===== src/rtl/mem_tlb_walker.sv =====
// mem_tlb_walker
//   Hardware page-table walker. On a TLB miss it reads TTB from the TLB
//   register file, walks a fixed 4-level in-memory page table, writes
//   PTEH/PTEL and issues LDTLB. Invalid entries, bus errors or memory
//   timeouts load TEA with the faulting VA and pulse walkFault.
//
// Ports
//   clk, reset        clock, synchronous active-low reset
//   missReq/missAddr  walk request and faulting VA (sampled in IDLE)
//   tlbOpMode/Reg     TLB op (0 none, 2 getreg, 3 setreg, 4 ldtlb) / reg select
//   tlbInAddr         setreg data; tlbOutAddr is the combinational getreg result
//   memAddr/memOE     PTE read address and read request
//   memData/OK/Err    read data, completion and bus error
//   walkBusy          high whenever the walker is not idle
//   walkDone/Fault    one-cycle completion / abort pulses
//
// state    | meaning
// ---------+---------------------------------------------------------
// IDLE     | waiting for missReq
// GETTTB   | reading TTB from the TLB register file
// MEMRD    | PTE read outstanding, timer running
// CHECK    | examine fetched PTE, descend or finish
// SETPTEH  | write PTEH with the VPN of the faulting VA
// SETPTEL  | write PTEL with the leaf PTE
// LDTLB    | load the TLB entry from PTEH/PTEL
// DONE     | walkDone pulse
// SETTEA   | write TEA with the faulting VA
// FAULT    | walkFault pulse

module mem_tlb_walker #(
    parameter int TIMEOUT   = 255,
    parameter int VALID_BIT = 0
) (
    input  logic        clk,
    input  logic        reset,
    input  logic        missReq,
    input  logic [63:0] missAddr,
    output logic [2:0]  tlbOpMode,
    output logic [2:0]  tlbOpReg,
    output logic [63:0] tlbInAddr,
    input  logic [63:0] tlbOutAddr,
    output logic [39:0] memAddr,
    output logic        memOE,
    input  logic [63:0] memData,
    input  logic        memOK,
    input  logic        memErr,
    output logic        walkBusy,
    output logic        walkDone,
    output logic        walkFault
);

    localparam logic [3:0] S_IDLE    = 4'd0;
    localparam logic [3:0] S_GETTTB  = 4'd1;
    localparam logic [3:0] S_MEMRD   = 4'd2;
    localparam logic [3:0] S_CHECK   = 4'd3;
    localparam logic [3:0] S_SETPTEH = 4'd4;
    localparam logic [3:0] S_SETPTEL = 4'd5;
    localparam logic [3:0] S_LDTLB   = 4'd6;
    localparam logic [3:0] S_DONE    = 4'd7;
    localparam logic [3:0] S_SETTEA  = 4'd8;
    localparam logic [3:0] S_FAULT   = 4'd9;

    localparam logic [2:0] OP_NONE   = 3'd0;
    localparam logic [2:0] OP_GETREG = 3'd2;
    localparam logic [2:0] OP_SETREG = 3'd3;
    localparam logic [2:0] OP_LDTLB  = 3'd4;

    localparam logic [2:0] R_NONE = 3'd0;
    localparam logic [2:0] R_PTEH = 3'd1;
    localparam logic [2:0] R_PTEL = 3'd2;
    localparam logic [2:0] R_TTB  = 3'd3;
    localparam logic [2:0] R_TEA  = 3'd4;

    // The 8-bit timer can only express limits 1..255.
    localparam int         TO_LIM = (TIMEOUT < 1) ? 1 : ((TIMEOUT > 255) ? 255 : TIMEOUT);
    localparam logic [7:0] TO_CNT = 8'(TO_LIM);

    logic [3:0]  state_q, state_d;
    logic [63:0] va_q, va_d;
    logic [27:0] base_q, base_d;
    logic [1:0]  level_q, level_d;
    logic [7:0]  timer_q, timer_d;
    logic [63:0] pte_q, pte_d;

    logic [2:0]  mode_q, mode_d;
    logic [2:0]  reg_q, reg_d;
    logic [63:0] inaddr_q, inaddr_d;
    logic [39:0] maddr_q, maddr_d;
    logic        oe_q, oe_d;
    logic        busy_q, busy_d;
    logic        done_q, done_d;
    logic        fault_q, fault_d;

    logic [8:0]  idx_d;

    // Only the page-frame field of the TTB is meaningful.
    logic unused_ttb_bits;
    assign unused_ttb_bits = ^{tlbOutAddr[63:40], tlbOutAddr[11:0]};

    always_comb begin
        state_d = state_q;
        va_d    = va_q;
        base_d  = base_q;
        level_d = level_q;
        timer_d = timer_q;
        pte_d   = pte_q;
        case (state_q)
            S_IDLE: begin
                if (missReq) begin
                    va_d    = missAddr;
                    state_d = S_GETTTB;
                end
            end
            S_GETTTB: begin
                base_d  = tlbOutAddr[39:12];
                level_d = 2'd0;
                timer_d = 8'd0;
                state_d = S_MEMRD;
            end
            S_MEMRD: begin
                // timer_d is the number of MEMRD cycles spent so far, so the
                // read request is held for at most TO_CNT cycles.
                timer_d = (timer_q == 8'hFF) ? timer_q : timer_q + 8'd1;
                if (memErr) begin
                    state_d = S_SETTEA;
                end else if (memOK) begin
                    pte_d   = memData;
                    state_d = S_CHECK;
                end else if (timer_d == TO_CNT) begin
                    state_d = S_SETTEA;
                end
            end
            S_CHECK: begin
                if (!pte_q[VALID_BIT]) begin
                    state_d = S_SETTEA;
                end else if (level_q != 2'd3) begin
                    base_d  = pte_q[39:12];
                    level_d = level_q + 2'd1;
                    timer_d = 8'd0;
                    state_d = S_MEMRD;
                end else begin
                    state_d = S_SETPTEH;
                end
            end
            S_SETPTEH: state_d = S_SETPTEL;
            S_SETPTEL: state_d = S_LDTLB;
            S_LDTLB:   state_d = S_DONE;
            S_DONE:    state_d = S_IDLE;
            S_SETTEA:  state_d = S_FAULT;
            S_FAULT:   state_d = S_IDLE;
            default:   state_d = S_IDLE;
        endcase
    end

    always_comb begin
        case (level_d)
            2'd0:    idx_d = va_q[47:39];
            2'd1:    idx_d = va_q[38:30];
            2'd2:    idx_d = va_q[29:21];
            default: idx_d = va_q[20:12];
        endcase
    end

    // Outputs are registered from the next state so each one is valid in
    // the cycle of the state it belongs to.
    always_comb begin
        mode_d   = OP_NONE;
        reg_d    = R_NONE;
        inaddr_d = 64'h0;
        oe_d     = 1'b0;
        maddr_d  = maddr_q;
        busy_d   = (state_d != S_IDLE);
        done_d   = (state_d == S_DONE);
        fault_d  = (state_d == S_FAULT);
        case (state_d)
            S_GETTTB: begin
                mode_d = OP_GETREG;
                reg_d  = R_TTB;
            end
            S_MEMRD: begin
                oe_d    = 1'b1;
                maddr_d = {base_d, idx_d, 3'b000};
            end
            S_SETPTEH: begin
                mode_d   = OP_SETREG;
                reg_d    = R_PTEH;
                inaddr_d = {16'h0, va_q[47:12], 12'h000};
            end
            S_SETPTEL: begin
                mode_d   = OP_SETREG;
                reg_d    = R_PTEL;
                inaddr_d = pte_q;
            end
            S_LDTLB: begin
                mode_d = OP_LDTLB;
            end
            S_SETTEA: begin
                mode_d   = OP_SETREG;
                reg_d    = R_TEA;
                inaddr_d = va_q;
            end
            default: ;
        endcase
    end

    always_ff @(posedge clk) begin
        if (!reset) begin
            state_q  <= S_IDLE;
            va_q     <= 64'h0;
            base_q   <= 28'h0;
            level_q  <= 2'd0;
            timer_q  <= 8'd0;
            pte_q    <= 64'h0;
            mode_q   <= OP_NONE;
            reg_q    <= R_NONE;
            inaddr_q <= 64'h0;
            maddr_q  <= 40'h0;
            oe_q     <= 1'b0;
            busy_q   <= 1'b0;
            done_q   <= 1'b0;
            fault_q  <= 1'b0;
        end else begin
            state_q  <= state_d;
            va_q     <= va_d;
            base_q   <= base_d;
            level_q  <= level_d;
            timer_q  <= timer_d;
            pte_q    <= pte_d;
            mode_q   <= mode_d;
            reg_q    <= reg_d;
            inaddr_q <= inaddr_d;
            maddr_q  <= maddr_d;
            oe_q     <= oe_d;
            busy_q   <= busy_d;
            done_q   <= done_d;
            fault_q  <= fault_d;
        end
    end

    assign tlbOpMode = mode_q;
    assign tlbOpReg  = reg_q;
    assign tlbInAddr = inaddr_q;
    assign memAddr   = maddr_q;
    assign memOE     = oe_q;
    assign walkBusy  = busy_q;
    assign walkDone  = done_q;
    assign walkFault = fault_q;

endmodule


===== config.mk =====
export PLATFORM = sky130hd
export DESIGN_NAME = mem_tlb_walker
export DESIGN_NICKNAME = d
export VERILOG_FILES = /design/src/rtl/mem_tlb_walker.sv
export SDC_FILE = /design/constraint.sdc
export NUM_CORES = 1
export LEC_CHECK = 0
export ABC_AREA = 1
export BUFFER_PORTS_ARGS = -buffer_cell sky130_fd_sc_hd__clkbuf_2
export CORE_MARGIN = 2
export CORE_UTILIZATION = 35
export DETAILED_ROUTE_END_ITERATION = 8
export PLACE_DENSITY = 0.59
export SLEW_MARGIN = 20
export SYNTH_ARGS = -nofsm -noshare
export SYNTH_HDL_FRONTEND = slang
export SYNTH_SLANG_ARGS = --single-unit

===== constraint.sdc =====
create_clock -name clk -period 2.89 [get_ports clk]
set_clock_uncertainty 0.05 [all_clocks]
set_input_delay 0 -clock clk [delete_from_list [all_inputs] [get_ports clk]]
set_output_delay 0 -clock clk [all_outputs]
set_load 0.01 [all_outputs]

# After elaboration in Yosys (flattened, before gate mapping)
# Index checks and enable logic that the tools add are counted.
dict set report word_totals {
  register_bits 281
  in_bits 197
  output_inout_bits 114
  word_cells 69
}
dict set report op_classes {
  add_sub_neg 2
  mux 22
  bitwise_logic 1
  reduce_logical 8
  eq_ne 22
}
# op n
set op_table {}
lappend op_table {{64-bit one-hot mux with 3 select lines} 1}
lappend op_table {{28-bit 2-to-1 mux} 2}
lappend op_table {{28-bit one-hot mux with 2 select lines} 1}
lappend op_table {{4-bit one-hot mux with 8 select lines} 1}
lappend op_table {{4-bit by 3-bit equality test with 1-bit output (second input constant)} 7}
lappend op_table {{9-bit one-hot mux with 3 select lines} 1}
lappend op_table {{8-bit 2-to-1 mux} 3}
lappend op_table {{8-bit one-hot mux with 3 select lines} 1}
lappend op_table {{4-bit 2-to-1 mux} 5}
lappend op_table {{8-bit equality test (second input constant)} 2}
lappend op_table {{4-bit by 2-bit equality test with 1-bit output (second input constant)} 3}
lappend op_table {{4-bit equality test (second input constant)} 3}
lappend op_table {{3-bit one-hot mux with 4 select lines} 1}
lappend op_table {{3-bit one-hot mux with 3 select lines} 1}
lappend op_table {{8-bit by 1-bit adder with 8-bit output (second input constant)} 1}
lappend op_table {{4-bit by 1-bit equality test with 1-bit output (second input constant)} 2}
lappend op_table {{2-bit != test (second input constant)} 3}
lappend op_table {{3-bit AND reduction} 2}
lappend op_table {{4-bit zero test} 1}
lappend op_table {{2-bit 2-to-1 mux} 2}
lappend op_table {{2-bit one-hot mux with 2 select lines} 1}
lappend op_table {{4-bit nonzero test} 1}
lappend op_table {{3-bit 2-to-1 mux} 1}
lappend op_table {{3-bit nonzero test} 1}
lappend op_table {{other kinds (8)} 8}

# Longest topological paths before layout
# Gate-level depths: netlist (run 1).
dict set report depth {
  depth_word 10
  ltp_mapped 19
  mapped_depth_nobuf 17
}

# Least setup slack after synthesis (run 1)
# No wires, ideal clock.
dict set report synth_path {
  path_kind {register -> register}
  from {register timer_q[0]}
  to {register maddr_q[26], in the netlist memAddr[26]}
  synth_period_minus_slack_ps 2105
  path_stages_with_launch 19
  slack_ps 785
  setup_ps 113
  t_required_ps 2727
  arrival_ps 1942
  n_path_buf 2
  path_cell_list {dfxtp_1 ha_1 nand2_2 nor2_4 nand2_4 o21ai_0 nand2_1 nor2_1 nand2_1 nand2_1 nand2_1 nand2_1 nand2_4 nand4_2 buf_6 buf_6 nand2_2 nand2_1 nor2_1}
}
dict set report synth_between {
  elab_chain_len 8
  elab_cells_between_ends 9
  classes_between {add/sub (1); eq/ne (3); mux (5)}
}
# item line_no
set synth_rtl {}
lappend synth_rtl {{start: declaration} 82} ;# logic [7:0] timer_q, timer_d;
lappend synth_rtl {{start signal: assignment} 227} ;# timer_q <= timer_d;
lappend synth_rtl {{8-bit by 1-bit adder with 8-bit output / 8-bit equality test (equally long branches)} 123} ;# timer_d = (timer_q == 8'hFF) ? timer_q : timer_q + 8'd1;
lappend synth_rtl {{8-bit 2-to-1 mux (*)} 123}
lappend synth_rtl {{8-bit equality test (*)} 129} ;# end else if (timer_d == TO_CNT) begin
lappend synth_rtl {{4-bit 2-to-1 mux (*)} 129}
lappend synth_rtl {{4-bit 2-to-1 mux (*)} 126} ;# end else if (memOK) begin
lappend synth_rtl {{4-bit 2-to-1 mux (*)} 124} ;# if (memErr) begin
lappend synth_rtl {{4-bit one-hot mux with 8 select lines (*)} 107} ;# case (state_q)
lappend synth_rtl {{4-bit by 2-bit equality test with 1-bit output (*)} 175} ;# case (state_d)
lappend synth_rtl {{end signal: assignment} 232} ;# maddr_q <= maddr_d;
lappend synth_rtl {{end: declaration} 88} ;# logic [39:0] maddr_q, maddr_d;
# Every way passes the cells marked *; elsewhere a longest branch is shown, timed or not.
# A chain may end at the register's enable or synchronous reset.

# Worst setup path in the final report (run 1)
dict set report layout_path {
  from {register timer_q[0]}
  to {register reg_q[2], in the netlist tlbOpReg[2]}
}
dict set report layout_between {
  elab_chain_len 9
  elab_cells_between_ends 13
  classes_between {add/sub (1); eq/ne (6); mux (6)}
}
# item line_no
set layout_rtl {}
lappend layout_rtl {{8-bit by 1-bit adder with 8-bit output / 8-bit equality test (equally long branches)} 123}
lappend layout_rtl {{8-bit 2-to-1 mux (*)} 123}
lappend layout_rtl {{8-bit equality test (*)} 129}
lappend layout_rtl {{4-bit 2-to-1 mux (*)} 129}
lappend layout_rtl {{4-bit 2-to-1 mux (*)} 126}
lappend layout_rtl {{4-bit 2-to-1 mux (*)} 124}
lappend layout_rtl {{4-bit one-hot mux with 8 select lines (*)} 107}
lappend layout_rtl {{4-bit equality test, or another cell as far along} 175}
lappend layout_rtl {{3-bit one-hot mux with 4 select lines (*)} 175}
lappend layout_rtl {{end signal: assignment} 230} ;# reg_q <= reg_d;
lappend layout_rtl {{end: declaration} 86} ;# logic [2:0] reg_q, reg_d;
# Marked as above.

==> impl_metrics.json, run 1 <==
{
  "die_h_um": 179,
  "layout-drive-gt1-share_pct": 19.9,
  "internal_power_w": 0.00725,
  "cp.depth": 14,
  "p_comb_share_pct": 14.4,
  "postSynthCellCount": 1432,
  "grt_pass1_wl_um": 55200,
  "synth.top_cell.area_share_pct": 52.6,
  "p_leak_nw": 7.09,
  "fin_setup_tns_ns": 0,
  "max_clock_freq_ghz": 0.393,
  "ys_top_cells_by_area": "dfxtp_1 53%, nand2_1 12%, a21oi_1 8.0%",
  "maxSlewHeadroom_pct": 49.9,
  "dp_hpwl_um": 23000,
  "drt_pass1_iterations": 5,
  "post-route-drc-count": 0,
  "grtUsageTotal_pct": 21.8,
  "area_growth_pct": 44.5,
  "grt_start_max_net_pins": 94,
  "ctsRootBufferMaster": "clkbuf_16",
  "place_area_um2": 12400,
  "insertion_delay_ns": 0.55,
  "switchingPower_w": 0.00262,
  "r2r_slack_ns": 0.34,
  "period_minus_slack_ns": 2.55,
  "irDropWorstVdd_mv": 0.370,
  "critPathTopFamily": "simple AND/OR/NAND/NOR gates",
  "die_width_um": 179,
  "end_kind": "flip-flop",
  "status": "finished clean",
  "whs_path_depth": 4,
  "min-delay-start": "missAddr[33]",
  "dieArea_um2": 32000,
  "gp_congestion": 0.808,
  "power.share.clock_pct": 42.3,
  "arrival_ns": 2.96,
  "antenna_found_initial": 1,
  "max-cap-violations": 0,
  "core_um2": 30300,
  "post-cts-setup-buffer-count": 0,
  "setup_viol": 0,
  "yosysWarnings": 0,
  "synth_top_area_cell": "dfxtp_1",
  "cts_max_level": 1,
  "postLayoutCellArea_um2": 15500,
  "wl_per_cell_um": 15.6,
  "ant_nets": 0,
  "cp_slowest_cell": "dlygate4sd3_1",
  "overflow": 0,
  "tightest_slew_ns": 0.752,
  "avgViaCountPerCell": 4.74,
  "synth_area_um2": 10700,
  "sw_frac_of_total_pct": 26.6,
  "reg2reg_from": "timer_q[0]$_SDFFE_PN0P_",
  "start_util_pct": 35.2,
  "tritoncts": "done",
  "ys_ff_latch": 281,
  "required_ns": 3.30,
  "ys_seq_area_share_pct": 52.6,
  "vias": 10800,
  "clock_sinks": 281,
  "portBuffers": 271,
  "power_frac_seq_pct": 43.3,
  "synth_cell_types": 34,
  "min_period_over_period_pct": 88.1,
  "syn_area_per_cell_um2": 7.47,
  "critPathKind": "reg2reg",
  "clockBufferDepth": 3,
  "totalWireLength_um": 35700,
  "cp_slowest_stage_delay_ns": 0.61,
  "finalNetCount": 2066,
  "crit_fanout": 8,
  "min_path_type": "in2reg",
  "start_kind": "flip-flop",
  "critical_path_buf_inv_count": 1,
  "reg2regPathDepth": 14,
  "drt-initial-drc-count": 634,
  "crit_top_cell": "nand2_1",
  "ios": 311,
  "clkTransAtPathRegs_ns": 0.07,
  "p_per_area_nw_per_um2": 638,
  "grt_pass1_vias": 10600,
  "rsz0062_at_grt": "false",
  "row_count": 64,
  "cp_cell_sequence": "ha_1 -> nand2_2 -> nor2_4 -> nand2_4 -> o21ai_0 -> nand2_1 -> nor2_1 -> nand2_1 -> nand2_1 -> nand2_1 -> nand2_1 -> nand2_4 -> dlygate4sd3_1 -> a21oi_1",
  "min_to": "va_q[33]$_SDFFE_PN0P_",
  "cts_made_buffers": 31,
  "finalHoldViolations": 0,
  "drv_slew": 0,
  "r2r-end": "tlbOpReg[2]$_SDFF_PN0_"
}
-- cell usage after synthesis --
library cell,number
a21oi_1,172
a21oi_2,1
a221oi_1,2
a22oi_1,29
buf_1,4
buf_2,4
buf_4,8
buf_6,5
clkbuf_1,65
clkinv_1,1
conb_1,1
dfxtp_1,281
ha_1,1
inv_1,124
inv_2,4
nand2_1,340
nand2_2,12
nand2_4,2
nand3_1,31
nand3_2,1
nand4_1,1
nand4_2,1
nor2_1,211
nor2_2,3
nor2_4,2
nor3_1,4
nor4_2,1
o2111ai_1,7
o211ai_1,1
o21ai_0,100
o21ai_1,8
o21bai_1,3
o22ai_1,1
xor2_1,1
-- state kept, by name, summed over array words and instances (netlist names) --
| register | flops |
|---|---|
| base_q | 28 |
| level_q | 2 |
| memAddr | 37 |
| memOE | 1 |
| pte_q | 64 |
| state_q | 4 |
| timer_q | 8 |
| tlbInAddr | 64 |
| tlbOpMode | 3 |
| tlbOpReg | 3 |
| va_q | 64 |
| walkBusy | 1 |
| walkDone | 1 |
| walkFault | 1 |
-- per-stage QoR --
step	total power [W]	util (%)	hold slack, ns	cells	worst slack, ns
3_3_place_gp	0.00555	40.8	0.176	2033	0.372
5_1_grt	0.0103	50.9	0.165	2289	0.0706
3_5_place_dp	0.00556	40.8	0.177	2033	0.336
2_1_floorplan	0.00509	-	0.0849	1434	0.785
4_1_cts	0.00996	50.9	0.142	2288	0.330
6_report	0.00987	50.9	0.165	2289	0.343
-- area by class of cell --
class	instances	area, µm²
Inverter	129	490
Multi-Input combinational cell	938	4230
Fill cell	2944	14900
Tap cell	396	495
Antenna cell	1	2.50
Clock buffer	36	845
Clock inverter	21	251
Timing Repair Buffer	487	3510
Sequential cell	281	5630
-- power by group through the flow --
stage	Sequential, W	Combinational (W)	Clock (W)
detailed placement	0.00435	0.00121	0
CTS	0.00427	0.00142	0.00427
global route	0.00429	0.00160	0.00444
floorplan	0.00435	0.000737	0
finish	0.00427	0.00142	0.00418
global placement	0.00435	0.00121	0
-- kinds of logic after synthesis --
logic type      Yosys count  share of synthesized area, %
fa+ha+maj                 1                         0.117
buf+inv                 215                          8.22
compound gates          324                          16.3
xor+xnor                  1                        0.0819
other cells               1                        0.0351
simple gates            609                          22.7
flops                   281                          52.6
-- worst max path at each step --
stage,slack [ns],from,end
6_report,0.34,timer_q[0]$_SDFFE_PN0P_,tlbOpReg[2]$_SDFF_PN0_
5_1_grt,0.07,timer_q[0]$_SDFFE_PN0P_,memAddr[8]$_SDFFE_PN0P_
4_1_cts,0.33,timer_q[0]$_SDFFE_PN0P_,tlbInAddr[50]$_SDFF_PN0_
3_5_place_dp,0.34,timer_q[0]$_SDFFE_PN0P_,tlbInAddr[50]$_SDFF_PN0_
3_3_place_gp,0.37,timer_q[0]$_SDFFE_PN0P_,tlbInAddr[8]$_SDFF_PN0_
2_1_floorplan,0.79,timer_q[0]$_SDFFE_PN0P_,memAddr[26]$_SDFFE_PN0P_
-- worst min-delay path, delay by kind of cell --
family          cells  cell delay (ns)
buf+inv             2             0.63
compound gates      1             0.05
simple gates        1             0.05
-- placed cells by master (no fill, tap or decap), drive strengths merged, types with 2 or more instances in the layout --
cell type    count
nor2           216
dlygate4sd3    198
nand2          354
clkinvlp         3
nand4            2
a221oi           2
a21oi          173
buf             19
nand3           32
clkinv          12
a22oi           29
bufinv           5
dfxtp          281
o21ai          108
clkbuf         306
inv            130
conb             3
o2111ai          7
o21bai           3
nor3             4
-- layer usage --
layer	vias up	GRT usage, %	share of wire (%)
met4	0	7.86	3.4
met3	88	3.92	6.1
met5	-	0	0
li1	5419	-	-
met1	4995	28.3	44
met2	344	36.3	47
-- timing repair --
action	4_1_cts	5_1_grt
hold buffers	198	0
gates resized for setup	0	1
endpoints found under the hold margin	198	0
endpoints found under the setup margin	0	3
(Power assumes the default switching activity.)
==> run 2: changes to the inputs <==
- CORE_UTILIZATION: 35 -> 40
- PLACE_DENSITY: 0.59 -> 0.65
- clock period: 2.89 -> 2.4 ns (I/O delays scaled with it)
==> run 2 against run 1 <==
Effect of this change:
- power up 16%
- sequential power is 20% higher
- global-route usage increased by 2.0 points
- count of clock-buffer cells in the layout grew 12
- register-to-register slack got worse by 0.31 ns
- largest cell class unchanged
- final area increased by 0.92%
- critical path type unchanged
- flip-flop and latch count did not move
- setup slack got worse by 0.31 ns
- critical path depth increased by 5
- the run now ends with design-rule violations left
==> impl_metrics.json, run 2 (synthesis results as in run 1) <==
{
  "status": "finished with violations",
  "failed_checks": "design-rule violations",
  "ctsRootBufferMaster": "clkbuf_16",
  "cts_max_level": 1,
  "insertion_delay_ns": 0.55,
  "min_to": "va_q[29]$_SDFFE_PN0P_",
  "die_h_um": 168,
  "pre_cts_ws_ns": 0.119,
  "crit_fanout": 8,
  "post-route-drc-count": 9,
  "cts_made_buffers": 30,
  "clkTransAtPathRegs_ns": 0.06,
  "finalNetCount": 2064,
  "r2r_slack_ns": 0.04,
  "rsz0062_at_grt": "true",
  "most-common-layout-cells": "309 x nand2_1, 274 x dfxtp_1, 270 x clkbuf_2",
  "postLayoutCellArea_um2": 15600,
  "fin_setup_tns_ns": 0,
  "reg2regPathDepth": 19,
  "setup_viol": 0,
  "overflow": 0,
  "layout_setup_ws_ns": 0.0351,
  "wl_per_cell_um": 16.4,
  "ant_nets": 0,
  "final_cells": 2224,
  "portBuffers": 271,
  "min_period_over_period_pct": 98.5,
  "finalHoldViolations": 0,
  "totalWireLength_um": 36600,
  "avgViaCountPerCell": 4.99,
  "area_growth_pct": 45.8,
  "drv_slew": 0,
  "gp_congestion": 0.859,
  "dp.cells": 1982,
  "drt_pass1_iterations": 7,
  "grt_pass1_vias": 10500,
  "whs_path_depth": 4,
  "vias": 11100,
  "fill_cells": 2375,
  "critPathKind": "reg2reg",
  "r2r-end": "memAddr[26]$_SDFFE_PN0P_",
  "dp_hpwl_um": 22300,
  "min-delay-start": "missAddr[29]",
  "irDropWorstVdd_mv": 0.455,
  "max-cap-violations": 0,
  "row_count": 59,
  "p_per_area_nw_per_um2": 737,
  "core_um2": 26100,
  "dieArea_um2": 28100,
  "required_ns": 2.84,
  "tightest_slew_ns": 0.666,
  "clockBufferDepth": 3,
  "start_kind": "flip-flop",
  "p_leak_nw": 7.03,
  "antenna_found_initial": 4,
  "finish.utilization_pct": 59.7,
  "ios": 311,
  "tritoncts": "done",
  "start_util_pct": 40.9,
  "grt_pass1_wl_um": 54000,
  "max_clock_freq_ghz": 0.423,
  "layout-drive-gt1-share_pct": 24.2,
  "end_kind": "flip-flop",
  "grt_start_max_net_pins": 78,
  "drt-initial-drc-count": 863,
  "period_minus_slack_ns": 2.36,
  "reg2reg_from": "timer_q[1]$_SDFFE_PN0P_",
  "min_path_type": "in2reg",
  "layout_commonest_cell": "nand2_1",
  "place_area_um2": 12400,
  "die_width_um": 168,
  "maxSlewHeadroom_pct": 55.6,
  "arrival_ns": 2.81,
  "clock_sinks": 281,
  "grtUsageTotal_pct": 23.8
}
-- run 2: layout make-up --
cell class	count	area, µm²	area share [%]
clock buffers	48	880	5.64
clock inverters	3	15.0	0.0963
diodes	4	10.0	0.0642
multi-input cells	938	4520	29.0
flip-flops and latches	281	5630	36.1
repair buffers	486	3630	23.3
well taps	335	419	2.69
inverters	129	490	3.14
-- run 2: worst max-delay path by stage --
| stage | start | end | slack [ns] | cells past startpoint |
|---|---|---|---|---|
| floorplan | timer_q[0]$_SDFFE_PN0P_ | memAddr[26]$_SDFFE_PN0P_ | 0.30 | 18 |
| CTS | state_q[1]$_SDFF_PN0_ | pte_q[29]$_SDFFE_PN0P_ | 0.01 | 9 |
| finish | timer_q[1]$_SDFFE_PN0P_ | memAddr[26]$_SDFFE_PN0P_ | 0.04 | 19 |
| detailed placement | timer_q[0]$_SDFFE_PN0P_ | tlbInAddr[33]$_SDFF_PN0_ | 0.12 | 16 |
| global placement | state_q[2]$_SDFF_PN0_ | memAddr[24]$_SDFFE_PN0P_ | 0.16 | 13 |
| global route | timer_q[2]$_SDFFE_PN0P_ | memAddr[26]$_SDFFE_PN0P_ | -0.14 | 18 |
-- run 2: metal layers --
metal  up-vias  wire, µm  track usage, %
met2       428     17100            39.9
li1       5423         -               -
met4         0      1840            11.7
met1      5120     15500            30.2
met5         -         0               0
met3       122      2170            3.40
-- run 2: per-stage QoR --
stage / hold WS [ns] / total power, W
6_report: 0.171 / 0.0115
5_1_grt: 0.186 / 0.0120
4_1_cts: 0.153 / 0.0112
3_5_place_dp: 0.179 / 0.00671
3_3_place_gp: 0.175 / 0.00669
2_1_floorplan: 0.0849 / 0.00613
-- run 2: timing repair --
action	in CTS	in global routing
resized for setup	0	105
hold buffers	168	0
endpoints found under the hold margin	189	0
buffers inserted	0	10
setup endpoints to repair	0	106
-- run 2: where the power goes --
part	switching (W)	internal [W]
sequential	0.000173	0.00497
clock	0.00182	0.00247
combinational	0.00117	0.000888
-- run 2: critical path, stage by stage (launching register included) --
cell and delay (ns):
dfxtp_2 0.36, ha_4 0.15, nand2_4 0.07, nor2_4 0.16
nand2_4 0.13, nand2_2 0.09, nand2_2 0.06, nand2_2 0.07
nor2_2 0.04, nand2_2 0.07, nand2_1 0.06, nand2_1 0.07
nand2_2 0.07, nand2_4 0.13, nand4_4 0.13, buf_12 0.18
clkbuf_16 0.18, nand2_4 0.08, nand2_2 0.04, nor2_2 0.12
